$ cat config.mk
export PLATFORM = sky130hd
export DESIGN_NAME = fetch_unit
export DESIGN_NICKNAME = d
export VERILOG_FILES = /design/src/rtl/fetch_unit.sv
export SDC_FILE = /design/constraint.sdc
export NUM_CORES = 1
export LEC_CHECK = 0
export CORE_ASPECT_RATIO = 1.2
export CORE_MARGIN = 3
export CORE_UTILIZATION = 35
export DETAILED_ROUTE_END_ITERATION = 16
export GPL_TIMING_DRIVEN = 0
export HOLD_SLACK_MARGIN = 0.08
export SYNTH_ARGS = -nofsm -noshare
export SYNTH_HDL_FRONTEND = slang
export SYNTH_SLANG_ARGS = --single-unit
$ cat constraint.sdc
create_clock -name clk -period 2.7 [get_ports clk]
set_input_delay 0.54 -clock clk [delete_from_list [all_inputs] [get_ports clk]]
set_output_delay 0.54 -clock clk [all_outputs]
set_load 0.01 [all_outputs]
$ cat src/rtl/fetch_unit.sv
// Instruction-fetch stage: owns the PC, keeps one request outstanding to instruction
// memory, parks a response in a one-entry skid buffer while decode stalls.
module fetch_unit #(
  parameter logic [15:0] RESET_PC  = 16'h0000,
  parameter logic [15:0] NOP_INSTR = 16'h0800
) (
  input  logic        clk,
  input  logic        rst,
  output logic        imem_req,
  output logic [15:0] imem_addr,
  input  logic        imem_done,
  input  logic [15:0] imem_rdata,
  input  logic        id_stall,
  input  logic        redirect,
  input  logic [15:0] redirect_pc,
  output logic [15:0] outInstruct,
  output logic [15:0] outPlusTwoPC,
  output logic        out_valid,
  output logic        halted,
  output logic        err
);

  typedef enum logic [2:0] {
    S_FETCH,
    S_WAIT,
    S_HOLD,
    S_DRAIN,
    S_STOP
  } state_t;

  state_t      state_q, state_d;
  logic [15:0] pc_q, pc_d;
  logic [15:0] out_instr_q, out_instr_d;
  logic [15:0] out_pc2_q, out_pc2_d;
  logic        out_valid_q, out_valid_d;
  logic [15:0] skid_instr_q, skid_instr_d;
  logic [15:0] skid_pc2_q, skid_pc2_d;
  logic        outstanding_q, outstanding_d;
  logic        halted_q, halted_d;
  logic        err_q, err_d;

  logic [15:0] pc_plus2;
  logic        load_en;
  logic [15:0] load_instr;
  logic [15:0] load_pc2;

  assign pc_plus2 = pc_q + 16'd2;

  always_comb begin
    state_d       = state_q;
    pc_d          = pc_q;
    out_instr_d   = out_instr_q;
    out_pc2_d     = out_pc2_q;
    out_valid_d   = out_valid_q;
    skid_instr_d  = skid_instr_q;
    skid_pc2_d    = skid_pc2_q;
    outstanding_d = outstanding_q;
    halted_d      = halted_q;
    err_d         = err_q;
    imem_req      = 1'b0;
    imem_addr     = pc_q;
    load_en       = 1'b0;
    load_instr    = imem_rdata;
    load_pc2      = pc_plus2;

    // With decode free and nothing new arriving, the output register shows a bubble.
    if (!id_stall) begin
      out_instr_d = NOP_INSTR;
      out_valid_d = 1'b0;
    end

    if (redirect) begin
      out_instr_d   = NOP_INSTR;
      out_valid_d   = 1'b0;
      skid_instr_d  = NOP_INSTR;
      skid_pc2_d    = 16'h0000;
      pc_d          = redirect_pc;
      halted_d      = 1'b0;
      outstanding_d = outstanding_q && !imem_done;
      if (redirect_pc[0]) begin
        err_d   = 1'b1;
        state_d = S_STOP;
      end else if (outstanding_q && !imem_done) begin
        state_d = S_DRAIN;
      end else begin
        state_d = S_FETCH;
      end
    end else begin
      case (state_q)
        S_FETCH: begin
          imem_req      = 1'b1;
          outstanding_d = 1'b1;
          state_d       = S_WAIT;
        end
        S_WAIT: begin
          if (imem_done) begin
            outstanding_d = 1'b0;
            if (id_stall) begin
              skid_instr_d = imem_rdata;
              skid_pc2_d   = pc_plus2;
              state_d      = S_HOLD;
            end else begin
              load_en = 1'b1;
            end
          end
        end
        S_HOLD: begin
          if (!id_stall) begin
            load_en      = 1'b1;
            load_instr   = skid_instr_q;
            load_pc2     = skid_pc2_q;
            skid_instr_d = NOP_INSTR;
            skid_pc2_d   = 16'h0000;
          end
        end
        S_DRAIN: begin
          if (imem_done) begin
            outstanding_d = 1'b0;
            state_d       = S_FETCH;
          end
        end
        S_STOP: begin
          // Only a response still owed from before an error stop is absorbed here.
          if (imem_done) outstanding_d = 1'b0;
        end
        default: state_d = S_FETCH;
      endcase

      if (load_en) begin
        out_instr_d = load_instr;
        out_pc2_d   = load_pc2;
        out_valid_d = 1'b1;
        pc_d        = pc_plus2;
        if (load_instr[15:11] == 5'b00000) begin
          halted_d = 1'b1;
          state_d  = S_STOP;
        end else begin
          state_d = S_FETCH;
        end
      end
    end
  end

  always_ff @(posedge clk or negedge rst) begin
    if (!rst) begin
      state_q       <= S_FETCH;
      pc_q          <= RESET_PC;
      out_instr_q   <= NOP_INSTR;
      out_pc2_q     <= 16'h0000;
      out_valid_q   <= 1'b0;
      skid_instr_q  <= NOP_INSTR;
      skid_pc2_q    <= 16'h0000;
      outstanding_q <= 1'b0;
      halted_q      <= 1'b0;
      err_q         <= 1'b0;
    end else begin
      state_q       <= state_d;
      pc_q          <= pc_d;
      out_instr_q   <= out_instr_d;
      out_pc2_q     <= out_pc2_d;
      out_valid_q   <= out_valid_d;
      skid_instr_q  <= skid_instr_d;
      skid_pc2_q    <= skid_pc2_d;
      outstanding_q <= outstanding_d;
      halted_q      <= halted_d;
      err_q         <= err_d;
    end
  end

  assign outInstruct  = out_instr_q;
  assign outPlusTwoPC = out_pc2_q;
  assign out_valid    = out_valid_q;
  assign halted       = halted_q;
  assign err          = err_q;

endmodule

; Word-level counts from Yosys, hierarchy flattened
; Cells that the tools add are included.
[totals]
ff_bits = 87
input_bits = 37
output_inout_bits = 52
word_cells = 81
[op_classes]
add_sub_neg = 1
n_eq_ne = 12
mux = 41
bitwise_logic = 1
reduce_logical = 16
[ops]
columns = operator, n
row1 = $mux W16, 15
row2 = $pmux W16 S2, 2
row3 = $mux W3, 7
row4 = $add A16 B2 Y16 const B, 1
row5 = $mux W1, 13
row6 = $ne A4 B4 Y1 const B, 3
row7 = $pmux W3 S4, 1
row8 = $ne A3 B1 Y1 const B, 3
row9 = $reduce_and A2 Y1, 4
row10 = $eq A3 B2 Y1 const B, 2
row11 = $ne A3 B3 Y1 const B, 2
row12 = $reduce_bool A3 Y1, 2
row13 = $logic_not A5 Y1, 1
row14 = $pmux W1 S2, 2
row15 = $reduce_and A4 Y1, 1
row16 = $reduce_bool A2 Y1, 2
row17 = $eq A3 B1 Y1 const B, 1
row18 = $eq A3 B3 Y1 const B, 1
row19 = $logic_not A3 Y1, 1
row20 = $reduce_and A3 Y1, 1
row21 = $reduce_or A3 Y1, 1
row22 = $mux W2, 1
row23 = $reduce_or A2 Y1, 1
row24 = $logic_and A1 B1 Y1, 1
row25 = other kinds (2), 2

; Depth between registers and ports, before layout
[depth]
depth_word = 7
depth_mapped = 7

; Least setup slack after synthesis
; No wires, ideal clock.
[synth_path]
path_type = register to register
from = register pc_q[1], in the netlist imem_addr[1]
to = register pc_q[11], in the netlist imem_addr[11]
setup_ns = 0.082
t_arrival_ns = 1.831
required_time_ns = 2.618
path_slack_ns = 0.787
stages_incl_launch_ff = 7
path_cell_list = dfrtp_1 ha_1 clkbuf_1 nand2_1 a2111oi_4 or3b_1 a31oi_1
[synth_via]
elab_chain_cells = 3
[synth_lines]
columns = item, line_no
row1 = from (decl), 32  ; logic [15:0] pc_q, pc_d;
row2 = from (signal assigned), 158  ; pc_q <= pc_d;
row3 = $add A16 B2 Y16, 47  ; assign pc_plus2 = pc_q + 16'd2;
row4 = $mux W16, 129  ; if (load_en) begin
row5 = $mux W16, 72  ; if (redirect) begin
; Every way passes these cells. The select of a mux whose other input is x is not followed.
; A chain may end at the register's enable or synchronous reset.

; Final worst setup path
[layout_path]
from = input port redirect
to = output port imem_req
[layout_via]
elab_chain_cells = 1
[layout_lines]
columns = item, line_no
row1 = from (decl), 14  ; input logic redirect,
row2 = $mux W1, 72
row3 = to (decl), 9  ; output logic imem_req,
; Every way passes these cells.

==> impl.org <==
** Synthesis
- Post-synth top cells :: sky130_fd_sc_hd__dfrtp_1, sky130_fd_sc_hd__nand2_1, sky130_fd_sc_hd__o21ai_0, sky130_fd_sc_hd__buf_2
- Most frequently used flop master after synthesis :: sky130_fd_sc_hd__dfrtp_1
- Of all cell types, the one taking the most synthesized area is sky130_fd_sc_hd__dfrtp_1.
- Post-Syn Area per Cell :: 10.3 um2
- Flop and latch count out of synthesis :: slightly below 90
- Yosys printed 0 warnings.
- Asr flop ratio synth :: 1.00
- In the synthesized netlist, the number of instances is between 400 and 500.
- Count of flip-flops with a built-in enable after synthesis :: 0
- Of the synthesized area, sequential elements account for 0.516.
- Among all cell types in the netlist, the one instantiated most often is sky130_fd_sc_hd__dfrtp_1.
- Counting every net in the synthesized netlist gives around 450.
- Synth area leaders :: sky130_fd_sc_hd__dfrtp_1, sky130_fd_sc_hd__o21ai_0, sky130_fd_sc_hd__nand2_1, sky130_fd_sc_hd__mux2i_1, sky130_fd_sc_hd__a22o_1
- Unique cell type count in the Yosys netlist :: 53
- Of the post-synthesis cell area, the dominant cell type holds 0.504.
- Post-synthesis cell area :: 0.00422 mm2

** Layout
- Count of placed standard cells in the final layout, fillers left out :: roughly 670
- In the final layout, the share of cells above drive strength 1 is 0.107.
- In the final layout, the multi-input gates occupy roughly 0.0019 mm2.
- Diodes inserted :: 0
- Summed area of non-filler cells in the final layout :: about 0.0056 mm2
- # nets final :: approximately 550
- Signed area change from the synthesized netlist to the final layout :: 32.8%
- Filler cell count in the final layout :: roughly 1.1k
- Summing all flip-flop and latch instances after layout gives ~0.0022 mm2.
- Measured on the finished design, the core utilization comes to 0.480.

** Setup path
- For this run, the slowest stage of the critical path takes 600 ps.
- On the critical path the largest part of the delay comes from buffers and inverters.
- Cell-by-cell listing of the critical path :: clkdlybuf4s50_1, clkbuf_2, nor4_2, clkdlybuf4s50_1
- CP required :: around 2200 ps
- Data arrival time of the critical path :: approximately 2000 ps
- The startpoint identified for the worst register-to-register timing path is imem_addr[1]$_DFFE_PN0P_.
- Kind of start point of the critical path :: primary input
- Together, buffers and inverters on the worst path number 3.
- The slowest stage of the critical path belongs to the cell sky130_fd_sc_hd__clkdlybuf4s50_1.
- Path type of the worst setup path :: in2out
- Highest net fanout along the worst path :: 10
- Most frequent CP cell :: sky130_fd_sc_hd__clkdlybuf4s50_1
- The worst setup path is captured at an output port.
- Launching instance or port of the critical path :: redirect

** Outcome
- The run finished with clean final reports.

** Clocking
- Buffer levels on the longest clock path :: 2
- Cell chosen for the clock root :: sky130_fd_sc_hd__clkbuf_16
- Clock latency at the later pin of the worst-skew pair :: ~330 ps
- # hold bufs at CTS :: 0
- Clock transition at path regs :: around 60 ps
- TritonCTS built the clock tree.
- Max H-tree Level :: 3
- For this design, the sink count on the clock tree is a little under 90.
- The number of clock buffers added by TritonCTS is 9.
- After clock tree synthesis, the setup repair step added 0 buffers.

** Global routing
- The via count of the first global-routing pass was roughly 3.6k.
- GRT Overall Usage :: 0.179
- Remaining Overflow, GRT :: 0
- Largest net degree at the start of global routing :: 47
- Global-route wire length before repair :: 19200 um
- The initial antenna violation count was 0.

** STA
- Static timing analysis puts the maximum clock frequency at roughly 0.39 GHz.
- Summed negative setup slack over all endpoints :: 0 ps
- Period minus WS final :: 2580 ps
- Setup violations remaining at the end of the flow were counted as 0.
- Final setup skew :: about 5.4 ps
- Ratio of final minimum period to clock period :: 0.954
- The final hold violation count is 0.
- Final count of pins violating max slew :: 0
- Unrepaired setup endpoints after global routing :: false
- Max_slew headroom :: 0.583
- Least-Margin Pin Slew :: between 600 and 700 ps

** Floorplan
- Row count :: between 40 and 50
- For this configuration, the core starts out at a cell density of 0.362.
- The floorplan step set the die height to 126 um.
- I/O pins :: between 80 and 90
- The die is ~110 um wide.
- Placeable Area :: between 0.01 and 0.015 mm2
- Die outline area :: 0.0134 mm2

** Route
- Violation count after the first detailed-routing iteration :: between 100 and 150
- The first detailed-routing pass took 4 iterations.
- In the routed design, unresolved DRC markers number 0.
- Number of nets still failing antenna checks after routing :: 0
- Dividing the detail-routed wire length by the instance count gives 17.5 um.
- Across all layers, the routed design uses roughly 3.5k vias.
- Wire length reported by the detailed router :: 11700 um
- Per-cell via count in the routed design :: approximately 5.3

** Min path
- The tightest min-delay check is of the in2async type.

** Placement
- Placed wire-length estimate :: 8630 um
- Placed insts :: 655
- Dpl cell area :: 0.00532 mm2
- At the end of routability-driven placement, the weighted congestion stood at between 0.8 and 0.9.
- In this run the tool buffered the top-level ports with between 80 and 90 buffer cells.

** Power and ir drop
- Summed over all cells, the static leakage comes to 2.32 nW.
- Design Power :: between 4 and 5 mW
- Power density over cell area :: around 750 mW/mm2
- VDD IR-drop max :: between 0.3 and 0.4 mV

** Flow run
- The tool flagged a number of max-cap violations equal to 0.
==> through the flow <==
| stage | setup WS, ps | hold WS [ps] |
|---|---|---|
| 2_1_floorplan | 787 | 244 |
| 3_3_place_gp | -2120 | 454 |
| 3_5_place_dp | -124 | 456 |
| 4_1_cts | 17.4 | 232 |
| 5_1_grt | 50.0 | 263 |
| 6_report | 123 | 206 |
==> final cells by class <==
type                    instances  area share
inverters                       8     0.00535
multi-input cells             283       0.334
flip-flops and latches         87       0.389
well taps                     157      0.0350
clock inverters                 4     0.00848
repair buffers                 89       0.160
clock buffers                  12      0.0422
plain buffers                  31      0.0261
==> cells by family (layout without fill, tap and decap cells) <==
kind of cell | after synthesis | count (layout) | synth area share
simple gates | 127 | 127 | 0.157
compound gates | 122 | 122 | 0.209
flops | 87 | 87 | 0.516
buf+inv | 39 | 144 | 0.0415
mux | 17 | 17 | 0.0403
xor+xnor | 16 | 16 | 0.0332
fa+ha+maj | 1 | 1 | 0.00296
==> routing by layer <==
| layer | wire, um | up-vias | global-route usage |
|---|---|---|---|
| li1 | - | 1697 | - |
| met1 | 5360 | 1744 | 0.249 |
| met2 | 5690 | 75 | 0.289 |
| met3 | 504 | 13 | 0.0295 |
| met4 | 184 | 0 | 0.0556 |
| met5 | 0 | - | 0 |
==> registers in the layout (all words and copies together), names as in the netlist <==
signal and cells:
out_valid 1, skid_instr_q 16, outstanding_q 1, err 1, imem_addr 16, outInstruct 16
skid_pc2_q 16, halted 1, outPlusTwoPC 16, state_q 3
==> where the power goes <==
part	switching [mW]	internal [mW]	leakage [nW]
registers	0.164	1.52	1.14
logic	0.688	0.633	1.05
clock network	0.497	0.715	0.137
==> worst paths after layout <==
kind                                                end  slack, ps  cells after the start
setup / recovery                               imem_req        120                      4
hold / removal               outInstruct[5]$_DFFE_PN0P_        210                      1
setup reg to reg              imem_addr[11]$_DFFE_PN0P_        440                      6
hold reg to reg                         err$_DFFE_PN0P_        460                      1
max in group asynchronous  skid_instr_q[11]$_DFFE_PN1P_       1780                      2
min in group clk                        err$_DFFE_PN0P_        460                      1
==> timing repair <==
item | 4_1_cts | 5_1_grt
hold endpoints to repair | 0 | 0
resized for setup | 1 | 2
setup endpoints to repair | 1 | 1
==> layout by cell type, fill, tap and decap left out, types with 8 or more instances in the layout <==
cell type | synthesis | final
sky130_fd_sc_hd__buf_2 | 19 | 19
sky130_fd_sc_hd__clkdlybuf4s50_1 | 0 | 87
sky130_fd_sc_hd__xnor2_1 | 12 | 12
sky130_fd_sc_hd__nand2_1 | 52 | 52
sky130_fd_sc_hd__clkbuf_16 | 0 | 9
sky130_fd_sc_hd__inv_1 | 8 | 8
sky130_fd_sc_hd__o21ai_0 | 44 | 44
sky130_fd_sc_hd__o211ai_1 | 10 | 10
sky130_fd_sc_hd__nor3_1 | 14 | 14
sky130_fd_sc_hd__dfrtp_1 | 85 | 85
sky130_fd_sc_hd__mux2i_1 | 17 | 17
sky130_fd_sc_hd__a22o_1 | 17 | 17
sky130_fd_sc_hd__clkbuf_1 | 10 | 12
sky130_fd_sc_hd__nor2_1 | 16 | 16
sky130_fd_sc_hd__nand3_1 | 15 | 15
sky130_fd_sc_hd__o2bb2ai_1 | 11 | 11
==> worst reg2reg max path, cell delays in order (launching register included) <==
cell and delay (ps):
sky130_fd_sc_hd__dfrtp_1 510, sky130_fd_sc_hd__ha_1 200, sky130_fd_sc_hd__clkbuf_1 320, sky130_fd_sc_hd__nand2_1 240, sky130_fd_sc_hd__a2111oi_4 380, sky130_fd_sc_hd__or3b_1 370, sky130_fd_sc_hd__a31oi_1 160
Power figures use the tool's default switching activity.
